## src/rtl/id_pkg.sv

```systemverilog
// Shared decode types for the instruction-decode stage: instruction classes,
// RV32 opcode values and the decoded entry held in the stage's buffer.
package id_pkg;

    typedef enum logic [2:0] {
        T_R    = 3'd0,
        T_I    = 3'd1,
        T_S    = 3'd2,
        T_B    = 3'd3,
        T_U    = 3'd4,
        T_J    = 3'd5,
        T_NONE = 3'd6
    } instr_type_e;

    localparam logic [6:0] OP_R      = 7'b0110011;
    localparam logic [6:0] OP_IMM    = 7'b0010011;
    localparam logic [6:0] OP_LOAD   = 7'b0000011;
    localparam logic [6:0] OP_STORE  = 7'b0100011;
    localparam logic [6:0] OP_BRANCH = 7'b1100011;
    localparam logic [6:0] OP_JAL    = 7'b1101111;
    localparam logic [6:0] OP_JALR   = 7'b1100111;
    localparam logic [6:0] OP_LUI    = 7'b0110111;
    localparam logic [6:0] OP_AUIPC  = 7'b0010111;
    localparam logic [6:0] OP_SYSTEM = 7'b1110011;
    localparam logic [6:0] OP_AMO    = 7'b0101111;

    // Immediate is kept at 32 bits; the top sign-extends it to XLEN.
    typedef struct packed {
        logic [6:0]  opcode;
        instr_type_e itype;
        logic [4:0]  rd;
        logic [4:0]  rs1;
        logic [4:0]  rs2;
        logic [2:0]  funct3;
        logic [6:0]  funct7;
        logic [31:0] imm;
        logic        illegal;
    } decoded_t;

    localparam decoded_t DECODED_RESET = '{
        opcode: 7'd0, itype: T_NONE, rd: 5'd0, rs1: 5'd0, rs2: 5'd0,
        funct3: 3'd0, funct7: 7'd0, imm: 32'd0, illegal: 1'b0
    };

endpackage

```

## src/rtl/id_decode.sv

```systemverilog
// Combinational RV32 field decoder. Illegal-encoding detection is built only
// when ID_STAGE_ILLEGAL_CHECK_EN is defined; otherwise illegal is tied low.
module id_decode
    import id_pkg::*;
(
    input  logic [31:0] instr_i,
    output decoded_t    dec_o
);

    always_comb begin
        dec_o        = DECODED_RESET;
        dec_o.opcode = instr_i[6:0];

        case (instr_i[6:0])
            OP_R, OP_AMO:                        dec_o.itype = T_R;
            OP_IMM, OP_LOAD, OP_JALR, OP_SYSTEM: dec_o.itype = T_I;
            OP_STORE:                            dec_o.itype = T_S;
            OP_BRANCH:                           dec_o.itype = T_B;
            OP_LUI, OP_AUIPC:                    dec_o.itype = T_U;
            OP_JAL:                              dec_o.itype = T_J;
            default:                             dec_o.itype = T_NONE;
        endcase

        // Fields a format lacks stay at their zero default.
        case (dec_o.itype)
            T_R: begin
                dec_o.rd     = instr_i[11:7];
                dec_o.rs1    = instr_i[19:15];
                dec_o.rs2    = instr_i[24:20];
                dec_o.funct3 = instr_i[14:12];
                dec_o.funct7 = instr_i[31:25];
            end
            T_I: begin
                dec_o.rd     = instr_i[11:7];
                dec_o.rs1    = instr_i[19:15];
                dec_o.funct3 = instr_i[14:12];
                dec_o.imm    = {{20{instr_i[31]}}, instr_i[31:20]};
            end
            T_S: begin
                dec_o.rs1    = instr_i[19:15];
                dec_o.rs2    = instr_i[24:20];
                dec_o.funct3 = instr_i[14:12];
                dec_o.imm    = {{20{instr_i[31]}}, instr_i[31:25], instr_i[11:7]};
            end
            T_B: begin
                dec_o.rs1    = instr_i[19:15];
                dec_o.rs2    = instr_i[24:20];
                dec_o.funct3 = instr_i[14:12];
                dec_o.imm    = {{19{instr_i[31]}}, instr_i[31], instr_i[7],
                                instr_i[30:25], instr_i[11:8], 1'b0};
            end
            T_U: begin
                dec_o.rd     = instr_i[11:7];
                dec_o.imm    = {instr_i[31:12], 12'd0};
            end
            T_J: begin
                dec_o.rd     = instr_i[11:7];
                dec_o.imm    = {{11{instr_i[31]}}, instr_i[31], instr_i[19:12],
                                instr_i[20], instr_i[30:21], 1'b0};
            end
            default: ;
        endcase

`ifdef ID_STAGE_ILLEGAL_CHECK_EN
        dec_o.illegal = (dec_o.itype == T_NONE) || (instr_i[1:0] != 2'b11) ||
                        ((instr_i[6:0] == OP_R) &&
                         !(instr_i[31:25] inside {7'b0000000, 7'b0100000, 7'b0000001}));
`else
        dec_o.illegal = 1'b0;
`endif
    end

endmodule

```

## src/rtl/id_stage.sv

```systemverilog
// Decode stage with a 2-entry skid buffer between fetch and execute.
// Optional illegal-encoding flag: define ID_STAGE_ILLEGAL_CHECK_EN.
module id_stage
    import id_pkg::*;
#(
    parameter int INSTRUCTION_WIDTH = 32,
    parameter int XLEN              = 32,
    parameter int PC_WIDTH          = 32
) (
    input  logic                         clk,
    input  logic                         rst_n,
    input  logic                         in_valid,
    output logic                         in_ready,
    input  logic [INSTRUCTION_WIDTH-1:0] in_instruction,
    input  logic [PC_WIDTH-1:0]          in_pc,
    input  logic                         flush,
    output logic                         out_valid,
    input  logic                         out_ready,
    output logic [PC_WIDTH-1:0]          out_pc,
    output logic [6:0]                   out_opcode,
    output logic [2:0]                   out_type,
    output logic [4:0]                   out_rd,
    output logic [4:0]                   out_rs1,
    output logic [4:0]                   out_rs2,
    output logic [2:0]                   out_funct3,
    output logic [6:0]                   out_funct7,
    output logic [XLEN-1:0]              out_imm,
    output logic                         out_illegal
);

    decoded_t              dec;
    decoded_t              main_q, main_d, skid_q, skid_d;
    logic [PC_WIDTH-1:0]   main_pc_q, main_pc_d, skid_pc_q, skid_pc_d;
    logic                  main_valid_q, main_valid_d, skid_valid_q, skid_valid_d;
    logic                  accept, consume;

    id_decode u_decode (
        .instr_i (in_instruction),
        .dec_o   (dec)
    );

    // in_ready comes straight from a flop, so out_ready never reaches it combinationally.
    assign in_ready = !skid_valid_q;
    assign accept   = in_valid && in_ready;
    assign consume  = main_valid_q && out_ready;

    always_comb begin
        main_d       = main_q;
        main_pc_d    = main_pc_q;
        main_valid_d = main_valid_q;
        skid_d       = skid_q;
        skid_pc_d    = skid_pc_q;
        skid_valid_d = skid_valid_q;

        if (flush) begin
            main_valid_d = 1'b0;
            skid_valid_d = 1'b0;
        end else if (!main_valid_q || consume) begin
            if (skid_valid_q) begin
                main_d       = skid_q;
                main_pc_d    = skid_pc_q;
                main_valid_d = 1'b1;
                skid_valid_d = 1'b0;
            end else begin
                main_valid_d = accept;
                if (accept) begin
                    main_d    = dec;
                    main_pc_d = in_pc;
                end
            end
        end else if (accept) begin
            skid_d       = dec;
            skid_pc_d    = in_pc;
            skid_valid_d = 1'b1;
        end
    end

    // NOTE: state uses non-blocking assignments, and reset clears the data
    // registers too so every output reads as zero (type NONE) after reset.
    always_ff @(posedge clk) begin
        if (!rst_n) begin
            main_q       <= DECODED_RESET;
            main_pc_q    <= '0;
            main_valid_q <= 1'b0;
            skid_q       <= DECODED_RESET;
            skid_pc_q    <= '0;
            skid_valid_q <= 1'b0;
        end else begin
            main_q       <= main_d;
            main_pc_q    <= main_pc_d;
            main_valid_q <= main_valid_d;
            skid_q       <= skid_d;
            skid_pc_q    <= skid_pc_d;
            skid_valid_q <= skid_valid_d;
        end
    end

    assign out_valid   = main_valid_q;
    assign out_pc      = main_pc_q;
    assign out_opcode  = main_q.opcode;
    assign out_type    = main_q.itype;
    assign out_rd      = main_q.rd;
    assign out_rs1     = main_q.rs1;
    assign out_rs2     = main_q.rs2;
    assign out_funct3  = main_q.funct3;
    assign out_funct7  = main_q.funct7;
    assign out_imm     = XLEN'($signed(main_q.imm));
    assign out_illegal = main_q.illegal;

endmodule

```

## config.mk

```make
export PLATFORM = sky130hd
export DESIGN_NAME = id_stage
export DESIGN_NICKNAME = d
export VERILOG_FILES = /design/src/rtl/id_pkg.sv /design/src/rtl/id_decode.sv /design/src/rtl/id_stage.sv
export SDC_FILE = /design/constraint.sdc
export NUM_CORES = 1
export LEC_CHECK = 0
export ABC_AREA = 1
export BUFFER_PORTS_ARGS = -buffer_cell sky130_fd_sc_hd__buf_4
export CAP_MARGIN = 20
export CORE_AREA = 2 2 129 131
export CTS_CLUSTER_SIZE = 20
export DETAILED_ROUTE_END_ITERATION = 10
export DIE_AREA = 0 0 131 133
export MAX_ROUTING_LAYER = met4
export PLACE_DENSITY_LB_ADDON = 0.08
export SLEW_MARGIN = 5
export SYNTH_ARGS = -nofsm -noshare
export SYNTH_HDL_FRONTEND = slang
export SYNTH_SLANG_ARGS = --single-unit
```

## constraint.sdc

```tcl
create_clock -name clk -period 3 [get_ports clk]
set_clock_uncertainty 0.1 [all_clocks]
set_input_delay 0.3 -clock clk [delete_from_list [all_inputs] [get_ports clk]]
set_output_delay 0.3 -clock clk [all_outputs]
set_load 0.02 [all_outputs]
```

# [After elaboration in Yosys (flattened, before gate mapping)]
# Cells that the tools add are included.
[op_classes] n_mux=12 eq_ne=16 bitwise=3 n_reduce_logical=17
[ops] operator="case mux 32 bit (5 select lines)" count=1
[ops] operator="two-way mux 68 bit" count=2
[ops] operator="two-way mux 32 bit" count=2
[ops] operator="equality test 7 x 6 -> 1 bit, second input constant" count=4
[ops] operator="equality test 7 bit, second input constant" count=4
[ops] operator="case mux 3 bit (6 select lines)" count=1
[ops] operator="two-way mux 5 bit" count=3
[ops] operator="equality test 7 x 5 -> 1 bit, second input constant" count=2
[ops] operator="OR reduction 4 bit" count=3
[ops] operator="equality test 7 x 2 -> 1 bit, second input constant" count=1
[ops] operator="two-way mux 7 bit" count=1
[ops] operator="equality test 3 x 2 -> 1 bit, second input constant" count=2
[ops] operator="equality test 3 bit, second input constant" count=2
[ops] operator="AND reduction 3 bit" count=2
[ops] operator="OR reduction 2 bit" count=3
[ops] operator="OR reduction 3 bit" count=2
[ops] operator="equality test 3 x 1 -> 1 bit, second input constant" count=1
[ops] operator="logical NOT 3 bit" count=1
[ops] operator="two-way mux 3 bit" count=1
[ops] operator="inverter 1 bit" count=3
[ops] operator="logical AND 1 bit" count=2
[ops] operator="logical NOT 1 bit" count=2
[ops] operator="nonzero test 2 bit" count=1
[ops] operator="logical OR 1 bit" count=1
[ops] operator="two-way mux 1 bit" count=1
[totals] in_bits=69 out_inout_bits=102 wordCells=69 regBits=201

# [Longest topological paths before layout]
# Gate-level depths: netlist of the first run.
[depth] word_depth=8 ltp_mapped=19 depth_no_buf=18

# [Hierarchy]
# A second synthesis of the first run with hierarchy kept.
[unflattened] cells_unflattened=1749 area_unflattened_um2=10515.1
[modules_own_cells] mod="id_stage" seq_area_each_um2=4043.9 instances=1 cells_each=1508 area_each_um2=9315.2
[modules_own_cells] mod="id_decode" seq_area_each_um2=0.0 instances=1 cells_each=241 area_each_um2=1199.9

# [Worst setup path after synthesis of the first run]
# OpenSTA, ideal clock, no wires.
[synth_path] path_kind="input-to-reg" from="in in_instruction[1]" to="reg main_q (netlist bit out_imm[14])" path_buffers=1 required_ns=2.768 path_slack_ns=0.802 stages=13 arrival_ns=1.965 setup_ns=0.132 cell_sequence="nand2_2 > nor2_2 > nand3_1 > nand2_4 > inv_4 > ha_1 > nor2_1 > inv_2 > clkbuf_1 > nand2_1 > nand2_1 > nand2_1 > a21oi_1"
[synth_via] elab_chain_cells=7 word_cells_on_any_way=23 cone_classes="16 x eq/ne; 4 x mux; 3 x reduce/logical"
[synth_lines] element="start, declared" line="id_stage.sv:14" rtl="input logic [INSTRUCTION_WIDTH-1:0] in_instruction,"
[synth_lines] element="equality test 7 x 5 -> 1 bit, or another cell as far along" line="id_decode.sv:14" rtl="case (instr_i[6:0])"
[synth_lines] element="OR reduction 4 bit / OR reduction 2 bit (equally long branches)" line="id_decode.sv:14"
[synth_lines] element="case mux 3 bit (6 select lines) *" line="id_decode.sv:14"
[synth_lines] element="equality test 3 bit, or another cell as far along" line="id_decode.sv:25" rtl="case (dec_o.itype)"
[synth_lines] element="case mux 32 bit (5 select lines) *" line="id_decode.sv:25"
[synth_lines] element="two-way mux 68 bit *" line="id_stage.sv:66" rtl="if (accept) begin"
[synth_lines] element="two-way mux 68 bit *" line="id_stage.sv:59" rtl="if (skid_valid_q) begin"
[synth_lines] element="end signal, assigned" line="id_stage.sv:89" rtl="main_q <= main_d;"
[synth_lines] element="end, declared" line="id_stage.sv:32" rtl="decoded_t main_q, main_d, skid_q, skid_d;"
# Every way passes the cells marked *; elsewhere a longest branch is shown, timed or not. The select of a mux whose other input is x is not followed.
# A chain may end at the register's enable or synchronous reset.

# [Worst setup path in the final report of the first run]
[layout_path] from="reg skid_valid_q" to="out in_ready"
[layout_via] elab_chain_cells=1
[layout_lines] element="start, declared" line="id_stage.sv:34" rtl="logic main_valid_q, main_valid_d, skid_valid_q, skid_valid_d;"
[layout_lines] element="start signal, assigned" line="id_stage.sv:94" rtl="skid_valid_q <= skid_valid_d;"
[layout_lines] element="logical NOT 1 bit" line="id_stage.sv:43" rtl="assign in_ready = !skid_valid_q;"
[layout_lines] element="end, declared" line="id_stage.sv:13" rtl="output logic in_ready,"
# Every way passes these cells.

==> metrics, run 1 <==
# placed instances 1513; r2r endpoint skid_q[51]; Post-Syn Instances between 1000 and 1500; CP Launch Type flip-flop; Root Driver clkbuf_16; final hold viol count 0; placed instance area 0.00992 mm^2; initial core utilization 0.532; RSZ-0062 raised after global routing no; WP data arrival around 2.1 ns; Final Net Count roughly 1400; HP Class in2reg; Max Slew Vio Count 0; Max-cap violations 0; core area ~0.016 mm^2; Area Overhead vs Synth 22.4%; via count ~8300; multi-input logic area between 0.004 and 0.005 mm^2; average cell area after synthesis around 7.2 um^2; crit path capture type output port; dominant synthesized flop cell dfxtp_1; FF-to-FF Start skid_valid_q; pwr/cell area roughly 530 mW/mm^2; met1 Usage GRT 0.385; drt drc 0; DP HPWL approximately 15 mm; I/O Buffers 169; fin crit share 0.837; share of cells above drive strength 1 0.200; CP max FO 66; Setup Fix Bufs, Post-CTS 0; GRT Total Usage 0.276; mapped cell area ~0.0086 mm^2; clock sinks 200; sequential cell area 0.00401 mm^2; actual slew at the worst max-slew pin approximately 0.85 ns; Setup-failing EPs final 0; most frequent cells in the layout nand2_1 (254), dfxtp_1 (199), buf_4 (180), nor2_1 (169), o21ai_0 (149); HP Start in_pc[29]; n_diodes 0; Starting DRT DRC Count around 760; Post-synth EDFFs 0; clk_lat worst skew around 0.43 ns; post-route insts no fill around 1500; vias in the first global route 7308; DRT Pass-1 Iters 5; total gr overflow 0; post-route minimum period 2.51 ns; Lkg Pwr ~4.6 nW; design area between 0.01 and 0.015 mm^2; antenna violations before repair 0; Top Usage Layer GRT met2; CTS tree done; r2r setup slk 0.77 ns; setup TNS 0 ns; largest net degree at the start of global routing 131; clock buffer count from CTS 17; clock-pin transition on the worst setup and hold timing paths around 0.08 ns; CP required ~2.6 ns; Slew HR 0.431; number of fill cells 1505; YS warnings 0; worst vdd ir 0.400 mV; row count 47; GR Util met3 0.0461; Setup Crit Path Kind reg2out; # IOs roughly 170; die width 131 um; drt via density about 5.3; Endpoint, Worst Hold skid_pc_q[29]; post-synthesis sequential area ratio 0.466; Cell variety after synth 33; final estimated routing congestion in global placement roughly 0.94; Hold Path Depth 3; reg2reg path depth 7; f_max 398 MHz; Yosys reg bits 200; WL per Instance between 15 and 20 um; leading cell type in the layout, fill and taps excluded nand2_1; H-Tree Depth 4; status finished clean; clock tree buffer depth 2; antenna-violating nets left 0; asr flop ratio synth 0; syn nets approximately 1300; Die H approximately 130 um; first-pass GRT wire length around 37 mm; DIE AREA 0.0174 mm^2; met2 Use GR 0.412; final WL 23.4 mm
==> stage by stage <==
stage          hold WS (ns)   util  power (mW)  setup WS (ns)
2_1_floorplan         0.306      -        3.09          0.802
3_3_place_gp          0.347  0.613        3.32          0.319
3_5_place_dp          0.350  0.613        3.32          0.253
4_1_cts             0.00837  0.650        5.59          0.490
5_1_grt              0.0203  0.650        5.74          0.383
6_report             0.0206  0.650        5.55          0.489
==> report_power, final <==
group          switching (mW)  internal, mW
sequential             0.0318          2.72
combinational           0.320         0.196
clock                    1.10          1.19
total                    1.45          4.10
==> logic make-up (layout without fill, tap and decap cells) <==
group                    Yosys count  count (layout)  share of synthesized area
AO/OA/AOI/OAI                    366             366                      0.228
adder cells (fa/ha/maj)            3               3                    0.00437
buffers and inverters            145             269                     0.0670
flip-flops                       200             200                      0.466
other                              1               1                   0.000436
AND/OR/NAND/NOR                  487             487                      0.235
==> worst max-delay path by stage <==
stage,slack (ns),endpoint,startpoint,depth (start not counted)
after floorplan,0.80,out_imm[14],in_instruction[1],13
after global placement,0.32,out_imm[30],in_instruction[1],18
after detailed placement,0.25,out_imm[30],in_instruction[3],19
after CTS,0.49,in_ready,skid_valid_q,4
after global routing,0.38,in_ready,skid_valid_q,4
final,0.49,in_ready,skid_valid_q,4
==> cell usage after synthesis, types with 3 or more instances <==
cell type / number / share of area
nand2_1: 254 / 0.11
dfxtp_1: 200 / 0.47
nor2_1: 169 / 0.074
o21ai_0: 149 / 0.087
a21oi_1: 137 / 0.080
clkbuf_1: 79 / 0.034
a31oi_1: 39 / 0.028
inv_1: 39 / 0.017
nand3_1: 32 / 0.019
o21ai_1: 14 / 0.0082
inv_2: 12 / 0.0052
nand2_2: 10 / 0.0073
o21ai_2: 9 / 0.0092
a211oi_1: 8 / 0.0070
o211ai_1: 7 / 0.0061
buf_1: 6 / 0.0026
nor2_2: 4 / 0.0029
nor2_4: 4 / 0.0052
nor3_1: 4 / 0.0023
buf_4: 3 / 0.0026
ha_1: 3 / 0.0044
nand2_4: 3 / 0.0039
nand4_1: 3 / 0.0022
==> flip-flops by register name (all words and copies together), names as in the netlist <==
signal,cells
out_opcode,7
out_rs1,5
out_funct3,3
skid_valid_q,1
out_pc,32
skid_pc_q,32
skid_q,67
out_type,3
out_funct7,7
out_rs2,5
out_valid,1
out_imm,32
out_rd,5
==> worst max-delay path, stage by stage (launching register included) <==
cell	delay [ns]
dfxtp_2	0.32
buf_4	0.35
inv_4	0.14
buf_4	0.54
buf_4	0.26
==> timing repair <==
action | CTS | global route
setup endpoints to repair | 0 | 0
hold endpoints to repair | 1 | 0
gates resized for setup | 0 | 0
hold buffers | 1 | 0
==> metal layers <==
metal  wire length, um  part of all wire
met4               416             0.018
met5                 0                 0
met1             11000              0.47
met3              1250             0.053
met2             10700              0.46
==> final cells by class <==
type                       instances  area share
tap                              220      0.0262
clock buffer                      18      0.0408
timing repair buffer             184       0.135
clock inverter                    14      0.0152
inverter                          53      0.0196
multi-input combinational        857       0.382
sequential                       200       0.381
Power figures use the tool's default switching activity.
==> run 2, diff against run 1 <==
==> constraint.sdc (replaced) <==
create_clock -name clk -period 2.4 [get_ports clk]
set_clock_uncertainty 0.1 [all_clocks]
set_input_delay 0.24 -clock clk [delete_from_list [all_inputs] [get_ports clk]]
set_output_delay 0.24 -clock clk [all_outputs]
set_load 0.02 [all_outputs]
==> run 2 against run 1 <==
Against the previous run: via count rose by 2.4%; non-clock buffer count increased by 54; setup slack lost 0.042 ns; sequential power rose by 25%; design area increased by 5.4%; critical endpoint is now out_imm[21]; critical path depth increased by 16; die area unchanged; largest cell class unchanged.
==> metrics, run 2 (same netlist as run 1, synthesis figures left out) <==
crit path capture type flip-flop; WL per Instance roughly 15 um; switching power about 1.7 mW; Lkg Pwr between 4 and 5 nW; die width 131 um; Setup-failing EPs final 0; f_max about 510 MHz; setup TNS 0 ns; Max Slew Vio Count 0; RSZ-0062 raised after global routing no; status finished clean; leading cell type in the layout, fill and taps excluded nand2_1; Final Net Count roughly 1400; antenna violations before repair 0; Endpoint, Worst Hold skid_q[49]; final estimated routing congestion in global placement approximately 0.95; clock-pin transition on the worst setup and hold timing paths roughly 0.07 ns; Switching Fraction 0.247; WP data arrival 2.21 ns; vias in the first global route around 7600; CTS tree done; actual slew at the worst max-slew pin between 0.6 and 0.7 ns; final WL ~23 mm; row count 47; Largest register FFs between 60 and 70; drt drc 0; Pint ~5.3 mW; # IOs 171; DIE AREA between 0.015 and 0.02 mm^2; Pwr Total 6.98 mW; Flop pwr share 0.493; clk_lat worst skew between 0.4 and 0.5 ns; Slew HR 0.534; clock network power share 0.405; r2r setup slk ~0.59 ns; CP max FO 9; Setup Fix Bufs, Post-CTS 0; Die H approximately 130 um; core area roughly 0.016 mm^2; pwr/cell area around 630 mW/mm^2; GRT Total Usage 0.280; number of fill cells about 1400; Setup Crit Path Kind in2reg; drt via density ~5.3; Hold Path Depth 3; fin crit share 0.814; DP HPWL 15.0 mm; DRT Pass-1 Iters 5; combinational share of power 0.103; first-pass GRT wire length 38.0 mm; H-Tree Depth 4; clock buffer count from CTS 17; sequential cell area roughly 0.004 mm^2; Area Overhead vs Synth 29.0%; share of cells above drive strength 1 0.202; CP Launch Type input pin; r2r endpoint out_funct3[0]; Root Driver clkbuf_16; antenna-violating nets left 0; final hold viol count 0; largest net degree at the start of global routing roughly 140; clock sinks 200; Max-cap violations 0; reg2reg path depth 7; post-route minimum period slightly below 2 ns; multi-input logic area just over 0.004 mm^2; clock tree buffer depth 2; largest register by flop count skid_q; HP Start in_instruction[16]; HP Class in2reg; via count between 8000 and 9000; fin util 0.686; CP required 2.65 ns; FF-to-FF Start skid_valid_q; most frequent cells in the layout nand2_1 (254), dfxtp_1 (199), buf_4 (188), nor2_1 (169), o21ai_0 (149); worst vdd ir around 0.42 mV; initial core utilization 0.532; total gr overflow 0; I/O Buffers about 170; Starting DRT DRC Count between 800 and 900; n_diodes 0
[run 2: cell type report]
| cell class | count | area share |
|---|---|---|
| Clock buffer | 21 | 0.0433 |
| Inverter | 53 | 0.0186 |
| Tap cell | 220 | 0.0248 |
| Multi-Input combinational cell | 857 | 0.363 |
| Sequential cell | 200 | 0.361 |
| Clock inverter | 11 | 0.0100 |
| Timing Repair Buffer | 238 | 0.180 |
[run 2: how the worst max path moves through the flow]
stage | startpoint | to | depth (start not counted)
final | in_instruction[3] | out_imm[21] | 20
after detailed placement | in_instruction[1] | out_imm[5] | 16
after CTS | in_instruction[1] | out_imm[5] | 16
after floorplan | in_instruction[1] | out_imm[14] | 13
after global placement | in_instruction[1] | out_imm[5] | 16
after global routing | in_instruction[3] | out_imm[30] | 19
[run 2: what timing repair did]
item / in CTS / in global routing
endpoints found under the hold margin: 75 / 0
hold buffers: 42 / 0
resized for setup: 0 / 0
[run 2: through the flow]
| step | hold WS, ns | worst slack [ns] | instance area (um^2) | instances |
|---|---|---|---|---|
| final | 0.0138 | 0.447 | 11100 | 1600 |
| after CTS | 0.000996 | 0.476 | 11100 | 1600 |
| after global placement | 0.349 | 0.104 | 10100 | 1526 |
| after detailed placement | 0.348 | 0.0173 | 10100 | 1526 |
| after global routing | 0.0215 | 0.205 | 11100 | 1600 |
| after floorplan | 0.246 | 0.262 | 8600 | 1202 |
[run 2: routing by layer]
metal	wire (um)	global-route usage	part of all wire
met1	11100	0.388	0.47
met2	10700	0.413	0.45
met3	1210	0.0477	0.051
met4	522	0.0940	0.022
met5	0	-	0
[run 2: power groups by stage]
| stage | clock network [mW] | registers (mW) | logic [mW] |
|---|---|---|---|
| 3_3_place_gp | 0 | 3.51 | 0.652 |
| 2_1_floorplan | 0 | 3.58 | 0.292 |
| 3_5_place_dp | 0 | 3.51 | 0.657 |
| 6_report | 2.83 | 3.44 | 0.716 |
| 4_1_cts | 2.88 | 3.44 | 0.713 |
| 5_1_grt | 3.00 | 3.45 | 0.783 |
[run 2: worst max-delay path: stages]
cell	delay (ns)
buf_4	0.13
inv_2	0.06
nand2_1	0.05
nor2_2	0.09
nand3_1	0.13
nand2_4	0.10
inv_4	0.03
ha_1	0.20
inv_1	0.10
nor2_4	0.06
nand2_8	0.08
nand2_4	0.07
nor2_4	0.14
buf_4	0.19
nand3_1	0.10
nand3_1	0.10
nand2_1	0.08
nand2_1	0.08
nand2_1	0.06
a21oi_1	0.12
